<file path="src/rtl/fb_write_arbiter.sv">
// Single write port of the VGA framebuffer, shared round-robin between CPU pixel
// stores and a rectangle-fill engine; all port outputs are registered.
module fb_write_arbiter #(
    parameter int FB_WIDTH   = 40,
    parameter int FB_HEIGHT  = 30,
    parameter int ADDR_WIDTH = 11,
    localparam int XW = $clog2(FB_WIDTH),
    localparam int YW = $clog2(FB_HEIGHT)
) (
    input  logic                  clock,
    input  logic                  resetn,
    input  logic                  px_valid,
    output logic                  px_ready,
    input  logic [XW-1:0]         px_x,
    input  logic [YW-1:0]         px_y,
    input  logic [2:0]            px_color,
    input  logic                  fill_start,
    input  logic [XW-1:0]         fill_x0,
    input  logic [YW-1:0]         fill_y0,
    input  logic [XW:0]           fill_w,
    input  logic [YW:0]           fill_h,
    input  logic [2:0]            fill_color,
    output logic                  fill_busy,
    output logic                  fill_done,
    output logic                  fb_we,
    output logic [ADDR_WIDTH-1:0] fb_addr,
    output logic [2:0]            fb_data
);

    typedef enum logic [1:0] {S_IDLE, S_FILL, S_DONE} state_t;
    typedef enum logic {G_CPU, G_FILL} grant_t;

    localparam logic [XW:0]   FB_W_X  = (XW+1)'(FB_WIDTH);
    localparam logic [XW+1:0] FB_W_X2 = (XW+2)'(FB_WIDTH);
    localparam logic [YW:0]   FB_H_Y  = (YW+1)'(FB_HEIGHT);
    localparam logic [YW+1:0] FB_H_Y2 = (YW+2)'(FB_HEIGHT);

    function automatic logic [ADDR_WIDTH-1:0] cell_addr(input logic [XW-1:0] x,
                                                        input logic [YW-1:0] y);
        return ADDR_WIDTH'(32'(y) * 32'(FB_WIDTH) + 32'(x));
    endfunction

    state_t                  state_q, state_d;
    grant_t                  last_grant_q, last_grant_d;
    logic [XW-1:0]           x0_q, x0_d;
    logic [XW-1:0]           cx_q, cx_d;
    logic [YW-1:0]           cy_q, cy_d;
    logic [XW:0]             x_end_q, x_end_d;
    logic [YW:0]             y_end_q, y_end_d;
    logic [2:0]              color_q, color_d;
    logic                    fb_we_q, fb_we_d;
    logic [ADDR_WIDTH-1:0]   fb_addr_q, fb_addr_d;
    logic [2:0]              fb_data_q, fb_data_d;
    logic                    fill_busy_q, fill_busy_d;
    logic                    fill_done_q, fill_done_d;

    logic                    cpu_req, fill_req, contested;
    logic                    grant_cpu, grant_fill;
    logic                    px_in_range, fill_empty;
    logic                    last_col, last_row;
    logic [XW+1:0]           x_sum;
    logic [YW+1:0]           y_sum;

    always_comb begin
        cpu_req    = px_valid;
        fill_req   = (state_q == S_FILL);
        contested  = cpu_req && fill_req;
        // On contention the side that lost the previous contest wins this one.
        grant_cpu  = cpu_req && (!fill_req || last_grant_q == G_FILL);
        grant_fill = fill_req && (!cpu_req || last_grant_q == G_CPU);

        px_in_range = ({1'b0, px_x} < FB_W_X) && ({1'b0, px_y} < FB_H_Y);
        last_col    = ({1'b0, cx_q} == x_end_q - (XW+1)'(1));
        last_row    = ({1'b0, cy_q} == y_end_q - (YW+1)'(1));

        x_sum = {2'b00, fill_x0} + {1'b0, fill_w};
        y_sum = {2'b00, fill_y0} + {1'b0, fill_h};
        fill_empty = (fill_w == '0) || (fill_h == '0) ||
                     ({1'b0, fill_x0} >= FB_W_X) || ({1'b0, fill_y0} >= FB_H_Y);

        state_d      = state_q;
        last_grant_d = last_grant_q;
        x0_d         = x0_q;
        cx_d         = cx_q;
        cy_d         = cy_q;
        x_end_d      = x_end_q;
        y_end_d      = y_end_q;
        color_d      = color_q;
        fb_we_d      = 1'b0;
        fb_addr_d    = fb_addr_q;
        fb_data_d    = fb_data_q;

        if (contested) begin
            last_grant_d = grant_cpu ? G_CPU : G_FILL;
        end

        // An off-screen CPU pixel still consumes its slot but writes nothing.
        if (grant_cpu) begin
            if (px_in_range) begin
                fb_we_d   = 1'b1;
                fb_addr_d = cell_addr(px_x, px_y);
                fb_data_d = px_color;
            end
        end else if (grant_fill) begin
            fb_we_d   = 1'b1;
            fb_addr_d = cell_addr(cx_q, cy_q);
            fb_data_d = color_q;
        end

        case (state_q)
            S_IDLE: begin
                if (fill_start) begin
                    x0_d    = fill_x0;
                    cx_d    = fill_x0;
                    cy_d    = fill_y0;
                    color_d = fill_color;
                    x_end_d = (x_sum > FB_W_X2) ? FB_W_X : x_sum[XW:0];
                    y_end_d = (y_sum > FB_H_Y2) ? FB_H_Y : y_sum[YW:0];
                    state_d = fill_empty ? S_DONE : S_FILL;
                end
            end
            S_FILL: begin
                if (grant_fill) begin
                    if (last_col) begin
                        cx_d = x0_q;
                        cy_d = cy_q + YW'(1);
                        if (last_row) begin
                            state_d = S_DONE;
                        end
                    end else begin
                        cx_d = cx_q + XW'(1);
                    end
                end
            end
            S_DONE: begin
                state_d = S_IDLE;
            end
            default: begin
                state_d = S_IDLE;
            end
        endcase

        fill_busy_d = (state_d != S_IDLE);
        fill_done_d = (state_d == S_DONE);
    end

    always_ff @(posedge clock or negedge resetn) begin
        if (!resetn) begin
            state_q      <= S_IDLE;
            last_grant_q <= G_FILL;
            x0_q         <= '0;
            cx_q         <= '0;
            cy_q         <= '0;
            x_end_q      <= '0;
            y_end_q      <= '0;
            color_q      <= '0;
            fb_we_q      <= 1'b0;
            fb_addr_q    <= '0;
            fb_data_q    <= '0;
            fill_busy_q  <= 1'b0;
            fill_done_q  <= 1'b0;
        end else begin
            state_q      <= state_d;
            last_grant_q <= last_grant_d;
            x0_q         <= x0_d;
            cx_q         <= cx_d;
            cy_q         <= cy_d;
            x_end_q      <= x_end_d;
            y_end_q      <= y_end_d;
            color_q      <= color_d;
            fb_we_q      <= fb_we_d;
            fb_addr_q    <= fb_addr_d;
            fb_data_q    <= fb_data_d;
            fill_busy_q  <= fill_busy_d;
            fill_done_q  <= fill_done_d;
        end
    end

    assign px_ready  = grant_cpu;
    assign fb_we     = fb_we_q;
    assign fb_addr   = fb_addr_q;
    assign fb_data   = fb_data_q;
    assign fill_busy = fill_busy_q;
    assign fill_done = fill_done_q;

endmodule
</file>
<file path="config.mk">
export PLATFORM = sky130hd
export DESIGN_NAME = fb_write_arbiter
export DESIGN_NICKNAME = d
export VERILOG_FILES = /design/src/rtl/fb_write_arbiter.sv
export SDC_FILE = /design/constraint.sdc
export NUM_CORES = 1
export LEC_CHECK = 0
export BUFFER_PORTS_ARGS = -buffer_cell sky130_fd_sc_hd__buf_2
export CAP_MARGIN = 20
export CORE_MARGIN = 10
export CORE_UTILIZATION = 62
export CTS_CLUSTER_SIZE = 40
export DETAILED_ROUTE_END_ITERATION = 7
export PLACE_DENSITY = 0.83
export SYNTH_ARGS = -nofsm -noshare
export SYNTH_HDL_FRONTEND = slang
export SYNTH_SLANG_ARGS = --single-unit
</file>
<file path="constraint.sdc">
create_clock -name clock -period 4.4 [get_ports clock]
set_input_delay 0 -clock clock [delete_from_list [all_inputs] [get_ports clock]]
set_output_delay 0 -clock clock [all_outputs]
set_load 0.05 [all_outputs]
</file>
## Word-level counts from Yosys, hierarchy flattened

Cells that the tools add are included.

| word-level totals | value |
|---|---|
| flip-flop bits (word level) | 53 |
| bits in latches | 0 |
| bits in writable memories | 0 |
| memory bits (read-only) | 0 |
| input bits | 45 |
| output and inout port bits | 18 |
| logic and storage cells | 85 |
| memories kept | 0 |

| cells by class | value |
|---|---|
| add/sub/neg operators | 8 |
| $mul | 2 |
| div/mod/pow operators | 0 |
| magnitude comparators | 6 |
| equal/unequal tests | 8 |
| shift operators | 0 |
| multiplexer cells | 26 |
| bitwise gates (word level) | 1 |
| reduce and logical (&&, ||, !) cells | 21 |

Operators by type and width:

| kind | count |
|---|---|
| two-way mux 11 bit | 3 |
| two-way mux 6 bit | 4 |
| adder 11 x 6 -> 11 bit | 2 |
| multiplier 5 x 3 -> 8 bit, second input constant | 2 |
| two-way mux 5 bit | 3 |
| one-hot mux 6 bit (2 select lines) | 1 |
| two-way mux 2 bit | 5 |
| one-hot mux 5 bit (2 select lines) | 1 |
| two-way mux 3 bit | 3 |
| adder 6 x 7 -> 8 bit | 1 |
| greater-than comparator 8 x 6 -> 1 bit, second input constant | 1 |
| adder 5 x 6 -> 7 bit | 1 |
| equality test 6 x 7 -> 1 bit | 1 |
| greater-than comparator 7 x 5 -> 1 bit, second input constant | 1 |
| logical NOT 7 bit | 1 |
| two-way mux 7 bit | 1 |
| subtractor 7 x 1 -> 7 bit, second input constant | 1 |
| adder 6 x 1 -> 6 bit, second input constant | 1 |
| equality test 5 x 6 -> 1 bit | 1 |
| greater-or-equal comparator 6 bit, second input constant | 1 |
| logical NOT 6 bit | 1 |
| < comparator 6 bit, second input constant | 1 |
| inequality test 2 x 1 -> 1 bit, second input constant | 3 |
| nonzero test 2 bit | 3 |
| 17 further kinds | 29 |

## Longest topological paths before layout

Gate-level depths: netlist (run 1).

| depth | value |
|---|---|
| word-level depth | 8 |
| depth in mapped cells | 10 |
| gate-level depth less buffers | 10 |

## Least setup slack after synthesis (run 1)

Ideal clock, no wire load.

| path | value |
|---|---|
| path kind | register to register |
| start point | register cy_q[1] |
| end point | register fb_addr_q[9], in the netlist fb_addr[9] |
| setup time | 134 ps |
| arrival | 2,073 ps |
| required time | 4,266 ps |
| setup slack | 2,194 ps |
| cell stages (with the launch flop) | 11 |
| buffers on the path | 0 |
| cell sequence | dfrtp_1 > ha_1 > ha_1 > inv_1 > fa_1 > nand2b_1 > nor2_1 > o21ai_0 > xnor2_1 > mux2i_1 > o21ai_0 |

| on the way | value |
|---|---|
| cells in the longest elaborated chain, start to end | 4 |

RTL lines:

| what | line | source |
|---|---|---|
| from (decl) | 47 | `logic [YW-1:0] cy_q, cy_d;` |
| from (signal assigned) | 167 | `cy_q <= cy_d;` |
| multiplier 5 x 3 -> 8 bit | 40 | `return ADDR_WIDTH'(32'(y) * 32'(FB_WIDTH) + 32'(x));` |
| adder 11 x 6 -> 11 bit | 40 |  |
| two-way mux 11 bit | 104 | `end else if (grant_fill) begin` |
| two-way mux 11 bit | 98 | `if (grant_cpu) begin` |
| to (signal assigned) | 172 | `fb_addr_q <= fb_addr_d;` |
| to (decl) | 52 | `logic [ADDR_WIDTH-1:0] fb_addr_q, fb_addr_d;` |

No other way between the ends. The select of a mux whose other input is x is not followed.
A chain may end at the register's enable or synchronous reset.

## Final worst setup path (run 1)

| path | value |
|---|---|
| start point | register state_q[1] |
| end point | output port px_ready |

| on the way | value |
|---|---|
| cells in the longest elaborated chain, start to end | 4 |

RTL lines:

| what | line | source |
|---|---|---|
| from (decl) | 43 | `state_t state_q, state_d;` |
| from (signal assigned) | 163 | `state_q <= state_d;` |
| equality test 2 x 1 -> 1 bit | 66 | `fill_req = (state_q == S_FILL);` |
| logical NOT 1 bit | 69 | `grant_cpu = cpu_req && (!fill_req \|\| last_grant_q == G_FILL);` |
| logical OR 1 bit | 69 |  |
| logical AND 1 bit | 69 |  |
| to (decl) | 13 | `output logic px_ready,` |

No other way between the ends.

==> out/qor.yml, run 1 <==
outcome:
  status: "finished with violations"
  violations: "negative hold slack"
final_layout:
  design_area_sq_um: 4597
  nets: 589
  drive_gt1_share_pct: 17.03
  n_antenna_cell: 0
  area_growth_pct: 15.50
routing:
  dr.pass1.iters: 5
  wl_um: 9673
  vias_per_cell: 6.031
  drc: 0
  routed.top_layer: "met4"
  ant_nets: 0
  vias: 3510
  routedWlPerCell_um: 16.62
  dr.first_iter.drc_count: 241
  wirelength_met1_um: 4072
  wl_met2_um: 4779
  wl_met3_um: 612
timing:
  slew_headroom_pct: 31.48
  rsz0062_at_grt: "no"
  tns_ns: 0
  post-route-period-util_pct: 60.16
  setup_viol: 0
  fin_crit_ns: 2.647
  fin_ws_ns: 1.753
  tightest_slew_ns: 1.025
  hold_slack_ns: -0.0006498
  fin_skew_ns: 0.007611
  clock.fmax_mhz: 377.8
  final-hold-violation-count: 1
  slew_violations: 0
floorplan:
  core-area_sq_um: 6277
  io_pins: 63
  rows: 29
  start_util_pct: 63.40
  fp.dieW_um: 100.1
  die_area_sq_um: 10020
  die_y_um: 100.1
synthesis:
  async_flop_share_pct: 100.0
  netlist_instances: 435
  yosysWarnings: 0
  seq_area_frac_synth_pct: 33.35
  synth-simple-area-share_pct: 16.00
  synth_top_family_by_area: "compound AO/OA/AOI/OAI gates"
  syn_nets: 519
  ys_ff_latch: 53
  synth_xor_area_share_pct: 8.362
  synth_area_per_cell_sq_um: 9.150
  syn-cell-area_sq_um: 3980
  synthAdderAreaFrac_pct: 13.39
  synth-edff-count: 0
  synth-main-ff-cell: "dfrtp_1"
  muxShareOfSynthArea_pct: 5.093
  synth_cell_types: 58
  synth_compound_area_share_pct: 19.84
global_route:
  antenna_found_initial: 0
  first_global_vias: 3688
  grt_overflow: 0
  grtUsageTotal_pct: 19.04
  grt_max_degree: 54
  grt_pass1_wl_um: 16370
worst_setup_path:
  cp.required_ns: 4.40
  cp_max_fo: 16
  max_stage_delay_ns: 0.61
  crit_path_start_kind: "flop"
  cp.arrival_ns: 2.65
  critPathKind: "reg -> out"
  crit_slowest_cell: "nand2_1"
  crit_top_cell: "nand2_1"
  cp_num_buf_inv: 2
  crit_chain: "nor2b_1 -> nand2_1 -> nand2_1 -> inv_1 -> buf_2"
  worst_setup_path_end_kind: "primary output"
  cpLargestDelayFamily: "simple AND/OR/NAND/NOR gates"
clock_network:
  numCtsBuffers: 5
  cts_tree: "yes"
  clock-root-buffer: "clkbuf_8"
  clock_path_buffers: 2
  htreeDepth: 2
  post_cts_buffers: 0
  clkLatencyLatePin_ns: 0.31
  numClockSinks: 53
  clkTransAtPathRegs_ns: 0.10
placement:
  place_area_sq_um: 4329
  portBuffers: 62
  pre_cts_ws_ns: 1.885
  gp_congestion: 0.8885
  dp_hpwl_um: 7437
min_path:
  hold_class: "in -> reg"
pwr:
  vdd_drop_max_uv: 384.6
  p_per_area_nw_per_um2: 388.7
  power_leakage_nw: 2.273
job:
  maxCapViolations: 0
layout by cell type (no fill, tap or decap), types with 3 or more instances in the layout:
cell,netlist,routed
a21oi_1,21,21
o22a_1,3,3
inv_1,23,23
nor2b_1,7,7
nand3_1,12,12
a22oi_1,6,6
xor2_1,13,13
o31ai_2,3,3
nor3_2,3,3
ha_1,33,33
and3_1,3,3
xnor2_1,25,25
mux2i_1,18,18
o22ai_1,3,3
fa_1,6,6
nand2_1,54,54
a22o_1,4,4
o21bai_1,4,4
dlygate4sd3_1,0,16
buf_2,3,62
a211o_1,3,3
nor3_1,8,8
nand4_1,4,4
a31oi_1,6,5
clkbuf_8,0,5
dfrtp_1,52,52
nand3b_1,3,3
o21ai_1,3,3
o21ai_0,28,28
a21o_1,9,9
nor2_1,24,24
and2_1,5,5
sequential cells by signal, indices dropped and copies added (netlist names):
register      count
fb_data           3
cy_q              5
x0_q              6
state_q           2
y_end_q           6
color_q           3
fill_done         1
last_grant_q      1
fb_we             1
fb_addr          11
fill_busy         1
cx_q              6
x_end_q           7
cell type report:
cell class	count	area [sq um]
fillers	473	1680
flip-flops and latches	53	1328
clock inverters	2	38.79
multi-input cells	343	2501
inverters	23	86.33
well taps	77	96.34
clock buffers	5	68.82
repair buffers	79	478.0
tightest hold or removal path, cell delays in order:
cell     delay, ns
buf_2         0.08
mux2i_1       0.05
o21ai_0       0.14
repair_timing:
action / in CTS / in global routing
hold buffers: 16 / 0
endpoints found under the hold margin: 67 / 0
setup endpoints to repair: 0 / 0
gates resized for setup: 0 / 0
cells by family (layout without fill, tap and decap cells):
logic type,after synthesis,after routing
flops,53,53
compound gates,113,113
mux,20,20
simple gates,133,133
xor+xnor,38,38
fa+ha+maj,39,39
buf+inv,39,109
metal layers:
layer / GRT usage [%] / vias to the layer above
met1: 22.45 / 1680
met2: 33.58 / 121
met5: 0 / -
met3: 3.503 / 17
li1: - / 1692
met4: 6.848 / 0
where the power goes:
part	switching [W]	internal [W]
registers	0.000102	0.000571
logic	0.000483	0.000297
clock network	0.000164	0.000169
worst paths after layout:
| path | from | to | slack (ns) | depth (start not counted) |
|---|---|---|---|---|
| setup / recovery | state_q[1] | px_ready | 1.75 | 5 |
| hold / removal | px_x[1] | fb_addr[1] | -0.0006 | 3 |
| setup reg to reg | state_q[1] | fb_addr[10] | 1.83 | 6 |
| hold reg to reg | fb_addr[2] | fb_addr[2] | 0.48 | 2 |
| max in group asynchronous | resetn | cy_q[3] | 3.61 | 3 |
| min in group asynchronous | resetn | fill_busy | 0.34 | 3 |
cells in the mapped netlist (2+ instances only):
library cell	n	area, sq um
and2_1	5	31.28
mux2_2	2	22.52
a211oi_1	2	15.01
clkbuf_1	12	45.04
a211o_1	3	26.28
nor2b_1	7	43.79
nor2_1	24	90.09
o21bai_1	4	30.03
nor3_1	8	40.04
o21ai_0	28	140.1
o22ai_1	3	18.77
dfrtp_1	52	1301
nand4_1	4	25.02
a21oi_1	21	105.1
xor2_1	13	113.9
xnor2_1	25	219.0
a22o_1	4	35.03
o21ai_1	3	15.01
a22oi_1	6	45.04
mux2i_1	18	180.2
a31oi_1	6	37.54
buf_2	3	15.01
o31ai_2	3	37.54
o2bb2a_1	2	20.02
fa_1	6	120.1
nor3_2	3	30.03
nand3_1	12	60.06
or3_1	2	12.51
inv_1	23	86.33
ha_1	33	412.9
nand3b_1	3	22.52
nand2_1	54	202.7
o22a_1	3	26.28
a2bb2oi_1	2	17.52
nor4_1	2	12.51
nand2b_1	2	12.51
a21o_1	9	67.56
and3_1	3	18.77
metrics by stage:
stage	utilization, %	std cells	power [W]
floorplan	-	435	0.001261
global placement	68.97	559	0.001419
detailed placement	68.97	559	0.001447
CTS	73.23	582	0.001791
global route	73.23	582	0.001897
finish	73.23	582	0.001787
(Power assumes the default switching activity.)
==> run 2, diff against run 1 <==
--- a/config.mk
+++ b/config.mk
@@ -8,10 +8,10 @@
 export BUFFER_PORTS_ARGS = -buffer_cell sky130_fd_sc_hd__buf_2
 export CAP_MARGIN = 20
 export CORE_MARGIN = 10
-export CORE_UTILIZATION = 62
+export CORE_UTILIZATION = 58
 export CTS_CLUSTER_SIZE = 40
 export DETAILED_ROUTE_END_ITERATION = 7
-export PLACE_DENSITY = 0.83
+export PLACE_DENSITY = 0.78
 export SYNTH_ARGS = -nofsm -noshare
 export SYNTH_HDL_FRONTEND = slang
 export SYNTH_SLANG_ARGS = --single-unit
==> constraint.sdc (replaced) <==
create_clock -name clock -period 2.6 [get_ports clock]
set_input_delay 0 -clock clock [delete_from_list [all_inputs] [get_ports clock]]
set_output_delay 0 -clock clock [all_outputs]
set_load 0.05 [all_outputs]
==> out/qor.yml, run 2 (same netlist as run 1, synthesis figures left out) <==
outcome:
  status: "finished with violations"
  violations: "negative hold slack"
routing:
  ant_nets: 0
  dr.pass1.iters: 4
  drc: 0
  vias_per_cell: 5.867
  dr.first_iter.drc_count: 219
  wl_um: 9581
  vias: 3450
  routedWlPerCell_um: 16.29
placement:
  gp_congestion: 0.8870
  portBuffers: 62
  dp_hpwl_um: 7564
  dp_cells: 568
  pre_cts_ws_ns: 0.2406
worst_setup_path:
  cp.required_ns: 2.80
  cp_max_fo: 8
  cp_num_buf_inv: 1
  cpLargestDelayFamily: "compound AO/OA/AOI/OAI gates"
  crit_cells: 8
  crit_chain: "inv_1 -> ha_1 -> o21bai_1 -> a211o_1 -> a31oi_2 -> o2111ai_2 -> nand2_1 -> o2bb2a_1"
  crit_slowest_cell: "dfrtp_1"
  cp.arrival_ns: 2.63
  critPathKind: "reg -> reg"
  max_stage_delay_ns: 0.49
  worst_setup_path_end_kind: "flop"
  crit_path_start_kind: "flop"
  reg2reg_depth: 8
clock_network:
  cts_tree: "yes"
  clock-root-buffer: "clkbuf_8"
  numCtsBuffers: 5
  post_cts_buffers: 0
  clkLatencyLatePin_ns: 0.31
  htreeDepth: 2
  clkTransAtPathRegs_ns: 0.10
  clock_path_buffers: 2
  numClockSinks: 53
final_layout:
  layout_common_cells: "buf_2 (62), nand2_1 (54), dfrtp_1 (52)"
  fill_cells: 549
  final-instance-count-excl-fill: 588
  nets: 591
  final_common_cell: "buf_2"
  n_antenna_cell: 0
  largest_reg_flops: 11
  post-route-util_pct: 68.25
  area_growth_pct: 15.22
  drive_gt1_share_pct: 18.11
global_route:
  grt_overflow: 0
  grt_pass1_wl_um: 15640
  grtUsageTotal_pct: 18.15
  grt_max_degree: 36
  first_global_vias: 3338
  antenna_found_initial: 0
floorplan:
  fp.dieW_um: 102.8
  die_area_sq_um: 10580
  rows: 30
  start_util_pct: 59.24
  io_pins: 63
  core-area_sq_um: 6719
  die_y_um: 102.8
timing:
  slew_violations: 0
  setup_viol: 0
  hold_slack_ns: -0.002395
  fin_skew_ns: 0.003621
  fin_ws_ns: 0.1678
  clock.fmax_mhz: 411.2
  tns_ns: 0
  final-hold-violation-count: 1
  fin_crit_ns: 2.432
  post-route-period-util_pct: 93.55
  rsz0062_at_grt: "no"
  slew_headroom_pct: 53.52
  tightest_slew_ns: 0.6973
min_path:
  whs_path_depth: 3
  hold_class: "in -> reg"
pwr:
  vdd_drop_max_uv: 303.7
  power_leakage_nw: 2.268
  p_per_area_nw_per_um2: 641.6
job:
  maxCapViolations: 0
## run 2: timing repair
| action | CTS | global route |
|---|---|---|
| endpoints found under the setup margin | 0 | 0 |
| hold buffers | 12 | 0 |
| hold endpoints to repair | 30 | 0 |
| resized for setup | 0 | 0 |
## run 2: final timing paths
| kind | start | slack, ns | to |
|---|---|---|---|
| setup / recovery | x_end_q[0] | 0.17 | cy_q[4] |
| min in group asynchronous | resetn | 0.16 | cy_q[4] |
| setup reg to reg | x_end_q[0] | 0.17 | cy_q[4] |
| max in group asynchronous | resetn | 1.64 | x_end_q[3] |
| hold reg to reg | fb_data[0] | 0.48 | fb_data[0] |
| hold / removal | px_color[1] | -0.002 | fb_data[1] |
## run 2: final cells by class
cell class,count,area [sq um],area share [%]
clock buffer,6,72.57,1.583
timing repair buffer,81,483.0,10.53
multi-input combinational,343,2501,54.54
sequential,53,1328,28.95
inverter,23,86.33,1.883
tap,80,100.1,2.183
clock inverter,2,15.01,0.3274
## run 2: worst register-to-register path, cell delays in order, from the launching register on
cell and delay (ns):
dfrtp_1 0.49, inv_1 0.09, ha_1 0.26, o21bai_1 0.19, a211o_1 0.31, a31oi_2 0.28, o2111ai_2 0.23, nand2_1 0.26
o2bb2a_1 0.24
## run 2: per-layer routing
layer	vias to the layer above	track usage, %	share of wire, %
met5	-	0	0
met4	0	3.957	1.5
met3	9	3.083	6.5
met2	116	29.88	46
met1	1637	24.45	46
li1	1688	-	-
## run 2: power breakdown
part / internal, W / leakage, nW / switching [W]
sequential: 0.000966 / 0.674 / 0.000164
combinational: 0.000505 / 1.56 / 0.000836
clock: 0.000190 / 0.0374 / 0.000281
total: 0.00166 / 2.27 / 0.00128
## run 2: metrics by stage
step           area (sq um)  total power (W)
2_1_floorplan          3980         0.002133
3_3_place_gp           4378         0.002417
3_5_place_dp           4378         0.002458
4_1_cts                4586         0.002946
5_1_grt                4586         0.003118
6_report               4586         0.002942
